==> src/rtl/req_ack_arbiter_if.sv <==
// Handshake bundle between requester agents, the round-robin arbiter and the shared resource.
interface req_ack_arbiter_if #(
    parameter int unsigned N_REQ = 4
);
    localparam int unsigned GW = $clog2(N_REQ);

    logic [N_REQ-1:0] req;
    logic [N_REQ-1:0] ack;
    logic             res_req;
    logic             res_ack;
    logic [GW-1:0]    grant_id;
    logic             busy;
    logic             timeout_err;

    modport slave (
        input  req, res_ack,
        output ack, res_req, grant_id, busy, timeout_err
    );

    modport master (
        output req, res_ack,
        input  ack, res_req, grant_id, busy, timeout_err
    );
endinterface

==> src/rtl/req_ack_arbiter.sv <==
// Round-robin arbiter sharing one four-phase req/ack resource among N_REQ requesters,
// with a watchdog that releases the resource if res_ack never arrives.
module req_ack_arbiter #(
    parameter int unsigned N_REQ   = 4,
    parameter int unsigned TIMEOUT = 16
) (
    input  logic             clk,
    input  logic             rst_n,
    req_ack_arbiter_if.slave bus
);
    localparam int unsigned    GW      = $clog2(N_REQ);
    localparam int unsigned    WDW     = $clog2(TIMEOUT);
    localparam logic [WDW-1:0] WD_LAST = WDW'(TIMEOUT - 1);
    localparam logic [GW-1:0]  PTR_RST = GW'(N_REQ - 1);

    typedef enum logic [1:0] {
        IDLE    = 2'd0,
        RES_REQ = 2'd1,
        HOLD    = 2'd2,
        RES_REL = 2'd3
    } state_t;

    state_t         state;
    logic [GW-1:0]  ptr;
    logic [WDW-1:0] wd;
    logic [GW-1:0]  pick_c;
    logic           pick_vld_c;

    // Walk downward so the last hit is the first requester after ptr (wrapping).
    always_comb begin
        pick_c     = '0;
        pick_vld_c = 1'b0;
        for (int i = int'(N_REQ); i >= 1; i--) begin
            if (bus.req[GW'((int'(ptr) + i) % int'(N_REQ))]) begin
                pick_c     = GW'((int'(ptr) + i) % int'(N_REQ));
                pick_vld_c = 1'b1;
            end
        end
    end

    always_ff @(posedge clk or negedge rst_n) begin
        if (!rst_n) begin
            state           <= IDLE;
            ptr             <= PTR_RST;
            wd              <= '0;
            bus.ack         <= '0;
            bus.res_req     <= 1'b0;
            bus.grant_id    <= '0;
            bus.busy        <= 1'b0;
            bus.timeout_err <= 1'b0;
        end else begin
            bus.timeout_err <= 1'b0;
            case (state)
                IDLE: begin
                    if (pick_vld_c) begin
                        bus.grant_id <= pick_c;
                        bus.res_req  <= 1'b1;
                        bus.busy     <= 1'b1;
                        wd           <= '0;
                        state        <= RES_REQ;
                    end
                end
                // res_ack is checked first so an ack on the expiry edge still wins.
                RES_REQ: begin
                    if (bus.res_ack) begin
                        bus.ack[bus.grant_id] <= 1'b1;
                        wd                    <= '0;
                        state                 <= HOLD;
                    end else if (wd == WD_LAST) begin
                        bus.timeout_err <= 1'b1;
                        bus.res_req     <= 1'b0;
                        wd              <= '0;
                        state           <= RES_REL;
                    end else begin
                        wd <= wd + WDW'(1);
                    end
                end
                HOLD: begin
                    if (!bus.req[bus.grant_id]) begin
                        bus.ack     <= '0;
                        bus.res_req <= 1'b0;
                        state       <= RES_REL;
                    end
                end
                RES_REL: begin
                    if (!bus.res_ack) begin
                        ptr      <= bus.grant_id;
                        bus.busy <= 1'b0;
                        state    <= IDLE;
                    end
                end
                default: state <= IDLE;
            endcase
        end
    end
endmodule

==> src/flat_wrapper.sv <==
// flat-port wrapper written by rule: the top's interface ports become plain ports
module req_ack_arbiter_flat 
#(
    parameter int unsigned N_REQ   = 4,
    parameter int unsigned TIMEOUT = 16
)
  (clk, rst_n, bus_req, bus_res_ack, bus_ack, bus_res_req, bus_grant_id, bus_busy, bus_timeout_err);
  req_ack_arbiter_if #(.N_REQ(N_REQ)) bus_i ();
  input  logic clk;
  input  logic rst_n;
  input wire logic [$bits(bus_i.req)-1:0] bus_req;
  input wire logic [$bits(bus_i.res_ack)-1:0] bus_res_ack;
  output wire logic [$bits(bus_i.ack)-1:0] bus_ack;
  output wire logic [$bits(bus_i.res_req)-1:0] bus_res_req;
  output wire logic [$bits(bus_i.grant_id)-1:0] bus_grant_id;
  output wire logic [$bits(bus_i.busy)-1:0] bus_busy;
  output wire logic [$bits(bus_i.timeout_err)-1:0] bus_timeout_err;
  assign bus_i.req = bus_req;
  assign bus_i.res_ack = bus_res_ack;
  assign bus_ack = bus_i.ack;
  assign bus_res_req = bus_i.res_req;
  assign bus_grant_id = bus_i.grant_id;
  assign bus_busy = bus_i.busy;
  assign bus_timeout_err = bus_i.timeout_err;
  req_ack_arbiter #(.N_REQ(N_REQ), .TIMEOUT(TIMEOUT)) u_core (.clk(clk), .rst_n(rst_n), .bus(bus_i));
endmodule
==> config.mk <==
export PLATFORM = sky130hd
export DESIGN_NAME = req_ack_arbiter_flat
export DESIGN_NICKNAME = d
export VERILOG_FILES = /design/src/rtl/req_ack_arbiter_if.sv /design/src/rtl/req_ack_arbiter.sv /design/src/flat_wrapper.sv
export SDC_FILE = /design/constraint.sdc
export NUM_CORES = 1
export LEC_CHECK = 0
export CORE_AREA = 2 2 50 52
export CTS_BUF_LIST = sky130_fd_sc_hd__clkbuf_4 sky130_fd_sc_hd__clkbuf_8 sky130_fd_sc_hd__clkbuf_16
export CTS_CLUSTER_SIZE = 25
export DETAILED_ROUTE_END_ITERATION = 7
export DIE_AREA = 0 0 52 54
export PLACE_DENSITY = 0.7
export REMOVE_ABC_BUFFERS = 1
export SLEW_MARGIN = 5
export SYNTH_ARGS = -nofsm -noshare
export SYNTH_HDL_FRONTEND = slang
export SYNTH_SLANG_ARGS = --single-unit
==> constraint.sdc <==
create_clock -name clk -period 2 [get_ports clk]
set_clock_uncertainty 0.2 [all_clocks]
set_input_delay 0.2 -clock clk [delete_from_list [all_inputs] [get_ports clk]]
set_output_delay 0.2 -clock clk [all_outputs]
set_load 0.01 [all_outputs]
==> run_results.csv <==
group,metric,value,unit
run_status,status,"finished clean",
sta,maxSlewViolCount,0,
worst_hold_path,hold_path_class,"in2async",
job,maxCapViolations,0,
global_route,overflow,0,
sta,slew_headroom,0.741,
global_route,grt_pass1_wl,3.80,mm
synth,syn_inst,100,
power,total_power,1.90,mW
route,drt.antenna.violating_nets,0,
critical_path,crit_path_cell_trace,"mux2_2, and3_4, a2111oi_4, mux2_4",
clock_tree,clk_pin_slew,0.11,ns
critical_path,end_kind,"register",
critical_path,critPathArrivalTime,1.97,ns
final_layout,fillers,203,
critical_path,cp_max_fo,3,
clock_tree,clock-sinks,17,
critical_path,startpoint_type,"register",
clock_tree,numCtsBuffers,3,
route,viasPerCell,5.27,
placement,gp_congestion,0.862,
clock_tree,htree_num_levels,1,
final_layout,drive_above_1_share,0.281,
sta,fmax,0.504,GHz
floorplan,die_y,54,µm
critical_path,rr_endpoint,"u_core.state[1]$_DFFE_PN0P_",
floorplan,rows,18,
critical_path,critical_path.startpoint,"u_core.bus.grant_id[0]$_DFFE_PN0P_",
route,avgRoutedWirePerCell,13.2,µm
route,vias,890,
final_layout,syn_to_final_growth,38.5,%
synth,synth_edf_count,0,
route,drcViolationCount,0,
synth,ys_types,31,
sta,hold_viol,0,
clock_tree,cts_root_buffer,"clkbuf_4",
sta,fin_crit,1.99,ns
global_route,track_usage,0.184,
sta,setup_viol,0,
synth,netlist_area,992,µm²
floorplan,die_w,52,µm
placement,hpwl,1.73,mm
synth,ys_ff_latch,17,
global_route,antenna_found_initial,0,
synth,yosys_warnings,0,
clock_tree,clk_latency,0.29,ns
floorplan,dieArea,2810,µm²
clock_tree,cts_hold_buf,0,
critical_path,critical_path_class,"reg2reg",
critical_path,slowest_stage,"dfrtp_1",
final_layout,num-nets-final,153,
critical_path,crit_required,1.99,ns
placement,portBuffers,15,
critical_path,rr_worst_depth,4,
sta,period_share,0.993,
synth,syn_area_per_cell,9.92,µm²
floorplan,io-pin-count,16,
sta,tightestPinTransition,0.384,ns
global_route,grt_max_degree,18,
critical_path,regToRegStartpoint,"u_core.bus.grant_id[0]$_DFFE_PN0P_",
sta,holdWs,0.0214,ns
power,p_per_area,1380,nW/µm²
sta,rsz0062_at_grt,"true",
floorplan,core-area,2320,µm²
route,dr.pass1.iters,4,
route,wirelength,2.23,mm
critical_path,r2r_setup_slack,0.01,ns
power,p_leak,0.657,nW
final_layout,final_common_cell,"buf_4",
synth,synth_ff_type,"dfrtp_1",
clock_tree,cts.path.max_buffers,2,
final_layout,layout_common_cells,"buf_4 (20), clkdlybuf4s50_1 (15), dfrtp_1 (15)",
synth,synth-async-reset-ratio,1.00,
synth,ys_seq_area_frac,0.431,
global_route,grt_pass1_vias,881,
power,peakVddDrop,622,µV
clock_tree,cts_tree,"built",
route,drtIter0Drc,18,
final_layout,antenna_cells,0,
floorplan,initial_core_util,0.428,
critical_path,slowest_delay,0.42,ns
==> cell usage after synthesis (3+ instances only) <==
cell type,n,area [µm²]
a21oi_1,9,45.0
and3_1,3,18.8
dfrtp_1,15,375
ha_1,6,75.1
inv_1,8,30.0
mux2i_1,4,40.0
nand2_1,9,33.8
nand3_1,3,15.0
nor2_1,8,30.0
o21ai_0,7,35.0
o22ai_1,3,18.8
==> worst max-delay path by stage <==
stage                             endpoint  slack [ns]  cells after the start
2_1_floorplan  u_core.state[1]$_DFFE_PN0P_       -0.06                      6
3_3_place_gp   u_core.state[1]$_DFFE_PN0P_       -0.16                      5
3_5_place_dp   u_core.state[1]$_DFFE_PN0P_       -0.22                      5
4_1_cts        u_core.state[1]$_DFFE_PN0P_        0.02                      4
5_1_grt        u_core.state[1]$_DFFE_PN0P_       -0.04                      5
6_report       u_core.state[1]$_DFFE_PN0P_        0.01                      4
==> logic make-up (layout without fill, tap and decap cells) <==
kind of cell	Yosys count	count (layout)	synth area share
simple gates	33	33	0.174
compound gates	27	27	0.185
flops	17	17	0.431
mux	9	9	0.103
buf+inv	8	47	0.0303
fa+ha+maj	6	6	0.0757
==> worst max-delay path: cells and delay by family, from the launching register on <==
| family | cells | cell delay (ns) |
|---|---|---|
| flip-flops | 1 | 0.42 |
| multiplexers | 2 | 0.70 |
| AO/OA/AOI/OAI | 1 | 0.36 |
| AND/OR/NAND/NOR | 1 | 0.19 |
==> layout make-up <==
type	count	area, µm²	area share
well taps	30	37.5	0.0273
repair buffers	35	300	0.219
multi-input cells	75	551	0.401
clock buffers	3	22.5	0.0164
inverters	8	30.0	0.0219
flip-flops and latches	17	428	0.311
clock inverters	1	5.00	0.00364
==> flip-flops by register name, indices dropped and copies added, names as in the netlist <==
signal,cells
u_core.bus.ack,4
u_core.wd,4
u_core.bus.grant_id,2
u_core.ptr,2
u_core.state,2
u_core.bus.busy,1
u_core.bus.res_req,1
u_core.bus.timeout_err,1
==> report_power, final <==
group	leakage [nW]	switching [mW]	internal, mW	total (mW)
registers	0.211	0.112	0.486	0.598
clock network	0.0177	0.112	0.0743	0.187
logic	0.428	0.485	0.627	1.11
total	0.657	0.710	1.19	1.90
==> metrics by stage <==
| step | instance area, µm² | setup WS (ns) | std cells | setup TNS [ns] | utilization |
|---|---|---|---|---|---|
| after floorplan | 992 | -0.0557 | 100 | -0.0557 | - |
| after global placement | 1320 | -0.165 | 164 | -0.699 | 0.570 |
| after detailed placement | 1320 | -0.215 | 164 | -0.831 | 0.570 |
| after CTS | 1360 | 0.0154 | 169 | 0 | 0.588 |
| after global routing | 1370 | -0.0420 | 169 | -0.0776 | 0.592 |
| final | 1370 | 0.0143 | 169 | 0 | 0.592 |
==> repair_timing <==
action | CTS | global route
gates cloned | 0 | 0
buffers inserted | 1 | 0
setup endpoints to repair | 1 | 3
resized for setup | 2 | 4
==> layer usage <==
metal,part of all wire,track usage,up-vias
met5,0,0,-
met4,0.014,0.0789,0
met3,0.026,0.0250,6
met2,0.50,0.308,14
met1,0.46,0.238,426
li1,-,-,444
Note: power is estimated with default switching activity, not from simulation.
